--- config.mk ---
export PLATFORM = sky130hd
export DESIGN_NAME = fetch_controller_flat
export DESIGN_NICKNAME = d
export VERILOG_FILES = /design/src/rtl/fetch_ctrl_pkg.sv /design/src/rtl/fetch_controller_if.sv /design/src/rtl/fetch_watchdog.sv /design/src/rtl/fetch_controller.sv /design/src/flat_wrapper.sv
export SDC_FILE = /design/constraint.sdc
export NUM_CORES = 1
export LEC_CHECK = 0
export BUFFER_PORTS_ARGS = -buffer_cell sky130_fd_sc_hd__buf_2
export CAP_MARGIN = 5
export CORE_ASPECT_RATIO = 0.8
export CORE_MARGIN = 4
export CORE_UTILIZATION = 45
export CTS_CLUSTER_DIAMETER = 50
export DETAILED_ROUTE_END_ITERATION = 6
export PLACE_DENSITY = 0.93
export SYNTH_ARGS = -nofsm -noshare
export SYNTH_HDL_FRONTEND = slang
export SYNTH_SLANG_ARGS = --single-unit
--- constraint.sdc ---
create_clock -name clk -period 2.7 [get_ports clk]
set_clock_uncertainty 0.05 [all_clocks]
set_input_delay 0.27 -clock clk [delete_from_list [all_inputs] [get_ports clk]]
set_output_delay 0.27 -clock clk [all_outputs]
set_load 0.05 [all_outputs]
--- src/rtl/fetch_ctrl_pkg.sv ---
// fetch_ctrl_pkg: shared types and constants for the fetch controller.
//   fetch_state_t : controller FSM states
//   NOP_INSTR     : instruction word driven when no instruction is valid
//   wd_width()    : width of the watchdog counter for a given cycle limit
package fetch_ctrl_pkg;

    typedef enum logic [2:0] {
        IDLE,
        REQ,
        WAIT,
        HOLD,
        DRAIN
    } fetch_state_t;

    localparam logic [31:0] NOP_INSTR = 32'h0;

    // Bits needed to count 0..limit; never narrower than one bit.
    function automatic int unsigned wd_width(input int unsigned limit);
        return (limit < 1) ? 1 : $clog2(limit + 1);
    endfunction

endpackage

--- src/rtl/fetch_controller_if.sv ---
// fetch_controller_if: instruction-memory request/response bus.
//   imem_req_valid : request strobe (master -> slave)
//   imem_req_ready : request accept (slave -> master); handshake = valid & ready
//   imem_addr      : request address (master -> slave)
//   imem_rsp_valid : one response strobe per accepted request (slave -> master)
//   imem_rsp_data  : instruction word (slave -> master)
// Modports: master = fetch controller side, slave = instruction memory side.
interface fetch_controller_if #(
    parameter int unsigned N = 32
) ();

    logic         imem_req_valid;
    logic         imem_req_ready;
    logic [N-1:0] imem_addr;
    logic         imem_rsp_valid;
    logic [N-1:0] imem_rsp_data;

    modport master (
        output imem_req_valid,
        output imem_addr,
        input  imem_req_ready,
        input  imem_rsp_valid,
        input  imem_rsp_data
    );

    modport slave (
        input  imem_req_valid,
        input  imem_addr,
        output imem_req_ready,
        output imem_rsp_valid,
        output imem_rsp_data
    );

endinterface

--- src/rtl/fetch_watchdog.sv ---
// fetch_watchdog: counts cycles spent waiting for an instruction-memory response.
//   clk, rst  : clock, asynchronous active-low reset
//   active    : controller is in WAIT or DRAIN
//   rsp       : response arrives this cycle (cancels the count)
//   restart   : controller changes state this cycle (clears the count)
//   expired   : the TIMEOUT_CYCLES-th consecutive waiting cycle without a response
// Used only when FETCH_TIMEOUT_EN is defined.
module fetch_watchdog
    import fetch_ctrl_pkg::*;
#(
    parameter int unsigned TIMEOUT_CYCLES = 255
) (
    input  logic clk,
    input  logic rst,
    input  logic active,
    input  logic rsp,
    input  logic restart,
    output logic expired
);

    localparam int unsigned CntW = wd_width(TIMEOUT_CYCLES);
    localparam logic [CntW-1:0] LastCnt = CntW'(TIMEOUT_CYCLES - 1);

    logic [CntW-1:0] cnt_q;

    // cnt_q holds the number of completed waiting cycles, so the compare fires in
    // the TIMEOUT_CYCLES-th one. A response in that same cycle wins.
    assign expired = active & ~rsp & (cnt_q == LastCnt);

    always_ff @(posedge clk or negedge rst) begin
        if (!rst) begin
            cnt_q <= '0;
        end else if (!active || rsp || restart || expired) begin
            cnt_q <= '0;
        end else begin
            cnt_q <= cnt_q + CntW'(1);
        end
    end

endmodule

--- src/rtl/fetch_controller.sv ---
// fetch_controller: sequences the Fetch stage against an instruction memory with
// variable response latency and at most one request outstanding.
//   clk, rst      : clock, asynchronous active-low reset
//   PCF           : current PC (also the request address)
//   PCSrcW        : writeback redirect
//   BranchTakenE  : execute redirect
//   StallD        : Decode cannot accept an instruction this cycle
//   imem          : instruction-memory bus (master modport)
//   StallF        : 1 = hold the PC register
//   InstrF        : instruction to Decode (NOP unless valid, except while holding)
//   InstrValidF   : InstrF valid this cycle
//   fetch_err     : sticky watchdog error
// Optional build macro FETCH_TIMEOUT_EN adds a response watchdog that retries the
// current PC after TIMEOUT_CYCLES waiting cycles; without it fetch_err is 0.
module fetch_controller
    import fetch_ctrl_pkg::*;
#(
    parameter int unsigned N              = 32,
    parameter int unsigned TIMEOUT_CYCLES = 255
) (
    input  logic                clk,
    input  logic                rst,
    input  logic [N-1:0]        PCF,
    input  logic                PCSrcW,
    input  logic                BranchTakenE,
    input  logic                StallD,
    fetch_controller_if.master  imem,
    output logic                StallF,
    output logic [N-1:0]        InstrF,
    output logic                InstrValidF,
    output logic                fetch_err
);

    localparam logic [N-1:0] Nop = N'(NOP_INSTR);

    fetch_state_t state_q, state_d;
    logic [N-1:0] buf_q, buf_d;
    logic         redirect;
    logic         req_valid;
    logic         accept;
    logic         rsp_valid;
    logic         timeout;

    assign redirect  = PCSrcW | BranchTakenE;
    assign req_valid = (state_q == REQ);
    assign accept    = req_valid & imem.imem_req_ready;
    assign rsp_valid = imem.imem_rsp_valid;

    assign imem.imem_req_valid = req_valid;
    assign imem.imem_addr      = PCF;

`ifdef FETCH_TIMEOUT_EN
    logic err_q;

    fetch_watchdog #(
        .TIMEOUT_CYCLES (TIMEOUT_CYCLES)
    ) u_watchdog (
        .clk     (clk),
        .rst     (rst),
        .active  ((state_q == WAIT) || (state_q == DRAIN)),
        .rsp     (rsp_valid),
        .restart (state_d != state_q),
        .expired (timeout)
    );

    always_ff @(posedge clk or negedge rst) begin
        if (!rst) begin
            err_q <= 1'b0;
        end else if (timeout) begin
            err_q <= 1'b1;
        end
    end

    assign fetch_err = err_q;
`else
    logic unused_timeout_cfg;

    assign unused_timeout_cfg = ^TIMEOUT_CYCLES;
    assign timeout            = 1'b0;
    assign fetch_err          = 1'b0;
`endif

    // Next state, hold buffer and the same-cycle Fetch outputs. StallF and
    // InstrValidF must react to the response/redirect in the cycle they occur.
    always_comb begin
        state_d     = state_q;
        buf_d       = buf_q;
        StallF      = 1'b1;
        InstrValidF = 1'b0;
        InstrF      = Nop;

        unique case (state_q)
            IDLE: begin
                // Redirects are ignored here: the PC is still at its reset value.
                state_d = REQ;
            end

            REQ: begin
                if (redirect) begin
                    StallF  = 1'b0;
                    state_d = accept ? DRAIN : REQ;
                end else if (accept) begin
                    state_d = WAIT;
                end
            end

            WAIT: begin
                if (redirect) begin
                    StallF  = 1'b0;
                    state_d = (rsp_valid || timeout) ? REQ : DRAIN;
                end else if (rsp_valid && !StallD) begin
                    InstrF      = imem.imem_rsp_data;
                    InstrValidF = 1'b1;
                    StallF      = 1'b0;
                    state_d     = REQ;
                end else if (rsp_valid) begin
                    buf_d   = imem.imem_rsp_data;
                    state_d = HOLD;
                end else if (timeout) begin
                    // Abandon the response and retry the same PC.
                    state_d = REQ;
                end
            end

            HOLD: begin
                InstrF = buf_q;
                if (redirect) begin
                    InstrF  = Nop;
                    StallF  = 1'b0;
                    buf_d   = '0;
                    state_d = REQ;
                end else if (!StallD) begin
                    InstrValidF = 1'b1;
                    StallF      = 1'b0;
                    buf_d       = '0;
                    state_d     = REQ;
                end
            end

            DRAIN: begin
                // The stale response is swallowed; a new redirect only frees the PC.
                StallF = ~redirect;
                if (rsp_valid || timeout) begin
                    state_d = REQ;
                end
            end

            default: begin
                state_d = IDLE;
                buf_d   = '0;
            end
        endcase
    end

    always_ff @(posedge clk or negedge rst) begin
        if (!rst) begin
            state_q <= IDLE;
            buf_q   <= '0;
        end else begin
            state_q <= state_d;
            buf_q   <= buf_d;
        end
    end

endmodule
--- src/flat_wrapper.sv ---
// flat-port wrapper written by rule: the top's interface ports become plain ports
module fetch_controller_flat import fetch_ctrl_pkg::*;
#(
    parameter int unsigned N              = 32,
    parameter int unsigned TIMEOUT_CYCLES = 255
)
  (clk, rst, PCF, PCSrcW, BranchTakenE, StallD, StallF, InstrF, InstrValidF, fetch_err, imem_imem_req_valid, imem_imem_addr, imem_imem_req_ready, imem_imem_rsp_valid, imem_imem_rsp_data);
  fetch_controller_if #(.N(N)) imem_i ();
  input  logic clk;
  input  logic rst;
  input  logic [N-1:0] PCF;
  input  logic PCSrcW;
  input  logic BranchTakenE;
  input  logic StallD;
  output logic StallF;
  output logic [N-1:0] InstrF;
  output logic InstrValidF;
  output logic fetch_err;
  output wire logic [$bits(imem_i.imem_req_valid)-1:0] imem_imem_req_valid;
  output wire logic [$bits(imem_i.imem_addr)-1:0] imem_imem_addr;
  input wire logic [$bits(imem_i.imem_req_ready)-1:0] imem_imem_req_ready;
  input wire logic [$bits(imem_i.imem_rsp_valid)-1:0] imem_imem_rsp_valid;
  input wire logic [$bits(imem_i.imem_rsp_data)-1:0] imem_imem_rsp_data;
  assign imem_imem_req_valid = imem_i.imem_req_valid;
  assign imem_imem_addr = imem_i.imem_addr;
  assign imem_i.imem_req_ready = imem_imem_req_ready;
  assign imem_i.imem_rsp_valid = imem_imem_rsp_valid;
  assign imem_i.imem_rsp_data = imem_imem_rsp_data;
  fetch_controller #(.N(N), .TIMEOUT_CYCLES(TIMEOUT_CYCLES)) u_core (.clk(clk), .rst(rst), .PCF(PCF), .PCSrcW(PCSrcW), .BranchTakenE(BranchTakenE), .StallD(StallD), .imem(imem_i), .StallF(StallF), .InstrF(InstrF), .InstrValidF(InstrValidF), .fetch_err(fetch_err));
endmodule
; ---- Word-level counts from Yosys, hierarchy flattened
; Index checks and enable logic that the tools add are counted.
[totals]
reg_bits = 35
input_bits = 71
out_inout_bits = 68
word_cells = 55
[op_classes]
eq_ne = 11
muxes = 32
n_bitwise = 4
reduce_logical = 6
[ops]
columns = operator, count
row1 = 32-bit two-way mux, 8
row2 = 32-bit case mux with 3 select lines, 1
row3 = 32-bit case mux with 2 select lines, 1
row4 = 3-bit two-way mux, 10
row5 = 3-bit case mux with 5 select lines, 1
row6 = 1-bit two-way mux, 9
row7 = "2-bit != test, second input constant", 4
row8 = "3-bit by 2-bit == test with 1-bit output, second input constant", 2
row9 = "3-bit by 2-bit != test with 1-bit output, second input constant", 2
row10 = 5-bit AND reduction, 1
row11 = "4-bit by 2-bit != test with 1-bit output, second input constant", 1
row12 = 1-bit case mux with 4 select lines, 1
row13 = 4-bit AND reduction, 1
row14 = "3-bit by 1-bit == test with 1-bit output, second input constant", 1
row15 = "3-bit == test, second input constant", 1
row16 = 3-bit zero test, 1
row17 = 3-bit OR reduction, 1
row18 = 1-bit inverter, 2
row19 = 1-bit case mux with 2 select lines, 1
row20 = 1-bit AND, 1
row21 = 1-bit logical AND, 1
row22 = 1-bit zero test, 1
row23 = 1-bit bitwise OR, 1

; ---- Longest topological paths before layout
[depth]
word_depth = 5
ltp_mapped = 7

; ---- Worst setup path before layout
; OpenSTA, ideal clock, no wires.
[synth_timing]
path_type = reg-to-output
from = register u_core.state_q[2]
to = output port InstrValidF
arrival_ps = 2050
t_required_ps = 2380
setup_slack_ps = 330
stages_incl_launch_ff = 6
path_buffers = 2
path_cell_list = dfrtp_1 buf_4 nand2b_4 or2_1 buf_6 nor3_1
[synth_via]
elab_chain_len = 2
elab_cells_between_ends = 3
classes_between = 2 x eq/ne / 1 x mux
[synth_rtl]
columns = item, line_no
row1 = start: declaration, fetch_controller.sv:36  ; fetch_state_t state_q, state_d;
row2 = start signal: assignment, fetch_controller.sv:160  ; state_q <= state_d;
row3 = 3-bit by 2-bit == test with 1-bit output, fetch_controller.sv:92  ; unique case (state_q)
row4 = 1-bit case mux with 2 select lines (*), fetch_controller.sv:92
row5 = end: declaration, flat_wrapper.sv:17  ; output logic InstrValidF;
; Mark *: on every way between the ends. The rest lies on a longest branch, timed or not.

; ---- Final worst setup path
[layout_timing]
from = register u_core.state_q[2]
to = output port InstrF[21]
[layout_via]
elab_chain_len = 2
elab_cells_between_ends = 3
classes_between = 2 x eq/ne / 1 x mux
[layout_rtl]
columns = item, line_no
row1 = 3-bit by 2-bit == test with 1-bit output, fetch_controller.sv:92
row2 = 32-bit case mux with 2 select lines (*), fetch_controller.sv:92
row3 = end: declaration, flat_wrapper.sv:16  ; output logic [N-1:0] InstrF;
; Marks and branches as above.

==> results.tsv <==
metric	value	unit
status	completed	
postRouteWirelength	4.464	mm
synth-simple-area-share	5.936	%
setup_violations	0	
fill_cells	382	
cp_slowest_cell	dfrtp_1	
drive_gt1_share	41.07	%
yosysSeqAreaShare	42.40	%
die_y	68.60	um
start_kind	flop	
yosysWarnings	0	
ctsResizeCount	0	
yosys_register_bits	35	
clkLatencyLatePin	0.28	ns
start_util	47.94	%
criticalPathCategory	reg -> out	
min_path_type	in -> async	
tns	0	ns
drt-pass1-iter-count	4	
p_leak	0.001218	uW
synth_fa_ha_area_share	0	%
layout_common_cells	73 x buf_2, 64 x a22o_1, 35 x dfrtp_1	
cp.arrival	2.19	ns
totalPowerFinal	1506	uW
max_stage_delay	0.47	ns
critical_path.top_delay_family	simple AND/OR/NAND/NOR gates	
h-tree-depth	2	
post_cts_buffers	0	
rows	21	
portBuffers	73	
drc	0	
rsz0062_at_grt	false	
vias	1635	
drtIter0Drc	54	
cts.sink_count	35	
p_switching	461.0	uW
clk_pin_slew	0.07	ns
wl_per_cell	15.89	um
slew_headroom	50.12	%
dieWidth	83.75	um
worst-path-buf-inv	2	
cts_buffer_depth	2	
synth-xor-area-share	0	%
power.share.sequential	41.1	%
synthDistinctLibCells	25	
clockRootBuffer	clkbuf_8	
syn_nets	255	
avgSynthCellArea	11.23	sq um
synthCells	184	
antenna_left	0	
fin_nets	294	
max_freq	398.0	MHz
grt.overflow.total	0	
worst-path-max-fanout	19	
place.detailed.hpwl	3.222	mm
track_usage	15.30	%
synth_compound_area_share	32.04	%
grt_pass1_vias	1533	
min_period	2.513	ns
die_area	0.005745	sq mm
min_period_over_period	93.06	%
final_common_cell	buf_2	
vias_per_cell	5.819	
core_area	0.004309	sq mm
powerDensity	654.0	mW/mm^2
synth_top_family_by_area	compound AO/OA/AOI/OAI gates	
final-hold-violation-count	0	
drv_slew	0	
p_sw_share	30.61	%
p_int	1045	uW
crit_chain	nand2b_4 > or2_1 > nor4_4 > buf_4 > a22o_1 > buf_2	
diodes	0	
cts_hold_buf	0	
grt_pass1_wl	7.024	mm
synthMuxAreaShare	0	%
worst_pin_slew	0.7482	ns
numCtsBuffers	5	
cp-end-kind	primary output	
vdd_ir_drop_max	441.9	uV
required	2.38	ns
comb_power_share	22.6	%
syn_area	0.002066	sq mm
cts_tree	done	
maxCapViolCount	0	
clockPowerShare	36.3	%
antenna_found_initial	0	
area_growth	11.51	%
num_io_pins	139	
grt_max_degree	36	
routabilityCongestion	0.8820	
-- stage by stage --
step | utilization [%] | hold slack [ns] | area (sq um) | setup WS (ns) | cells
finish | 53.46 | 0.006815 | 2303 | 0.1873 | 281
detailed placement | 50.38 | 0.3283 | 2171 | 0.4942 | 273
global placement | 50.38 | 0.3198 | 2171 | 0.5278 | 273
CTS | 53.46 | 0.01919 | 2303 | 0.1931 | 281
global route | 53.46 | 0.06201 | 2303 | 0.07325 | 281
floorplan | - | -0.07559 | 2066 | 0.3301 | 184
-- registers in the layout, indices dropped and copies added, names as in the netlist --
| signal | cells |
|---|---|
| u_core.state_q | 3 |
| u_core.buf_q | 32 |
-- Yosys cell counts --
cell	instances	area, sq um
nor4_4	2	42.54
clkbuf_1	1	3.750
buf_6	10	112.6
nand2_1	4	15.01
buf_4	34	255.2
or2_1	1	6.260
buf_2	3	15.01
a311oi_1	1	8.760
or2_4	1	8.760
a22oi_1	1	7.510
nand3_1	1	5.000
a32o_1	1	10.01
conb_1	1	3.750
dfrtp_1	35	875.8
a21o_1	1	7.510
o32a_1	1	10.01
o21ai_0	7	35.03
a2bb2oi_1	1	8.760
inv_1	4	15.01
a22o_1	64	560.5
nand2b_4	1	13.76
nor2_1	3	11.26
o22ai_1	1	6.260
nor3_1	4	20.02
a211oi_1	1	7.510
-- path summary, 6_finish.rpt --
kind | start | endpoint | slack (ns) | cells after the start
max in group asynchronous | rst | u_core.buf_q[19] | 2.12 | 1
max reg2reg | u_core.state_q[0] | u_core.buf_q[0] | 0.67 | 5
min in group clk | imem_imem_rsp_data[14] | u_core.buf_q[14] | 0.17 | 2
max | u_core.state_q[2] | InstrF[21] | 0.19 | 6
min | rst | u_core.buf_q[9] | 0.007 | 1
min reg2reg | u_core.buf_q[13] | u_core.buf_q[13] | 0.45 | 1
-- cell families (layout without fill, tap and decap cells) --
family / Yosys count / after routing
flip-flops: 35 / 35
other: 1 / 1
AND/OR/NAND/NOR: 17 / 17
AO/OA/AOI/OAI: 79 / 79
buffers and inverters: 52 / 92
-- power groups by stage --
stage | combinational (uW) | clock [uW] | sequential [uW]
after floorplan | 431 | 0 | 594
after global placement | 337 | 0 | 624
after detailed placement | 343 | 0 | 627
after CTS | 345 | 561 | 618
after global routing | 374 | 579 | 626
final | 341 | 546 | 620
-- layer usage --
metal / global-route usage, % / up-vias / wire (um)
li1: - / 746 / -
met3: 4.751 / 8 / 342
met1: 18.28 / 805 / 1914
met2: 27.18 / 76 / 2174
met5: 0 / - / 0
met4: 4.418 / 0 / 34
-- cell type report --
type                    count  area (sq um)  area share [%]
well taps                  57         71.32           3.096
clock buffers               6         72.57           3.150
repair buffers             80         417.9           18.14
clock inverters             2         60.06           2.607
multi-input cells          97         790.8           34.33
flip-flops and latches     35         875.8           38.02
inverters                   4         15.01          0.6518
Note: power is estimated with default switching activity, not from simulation.
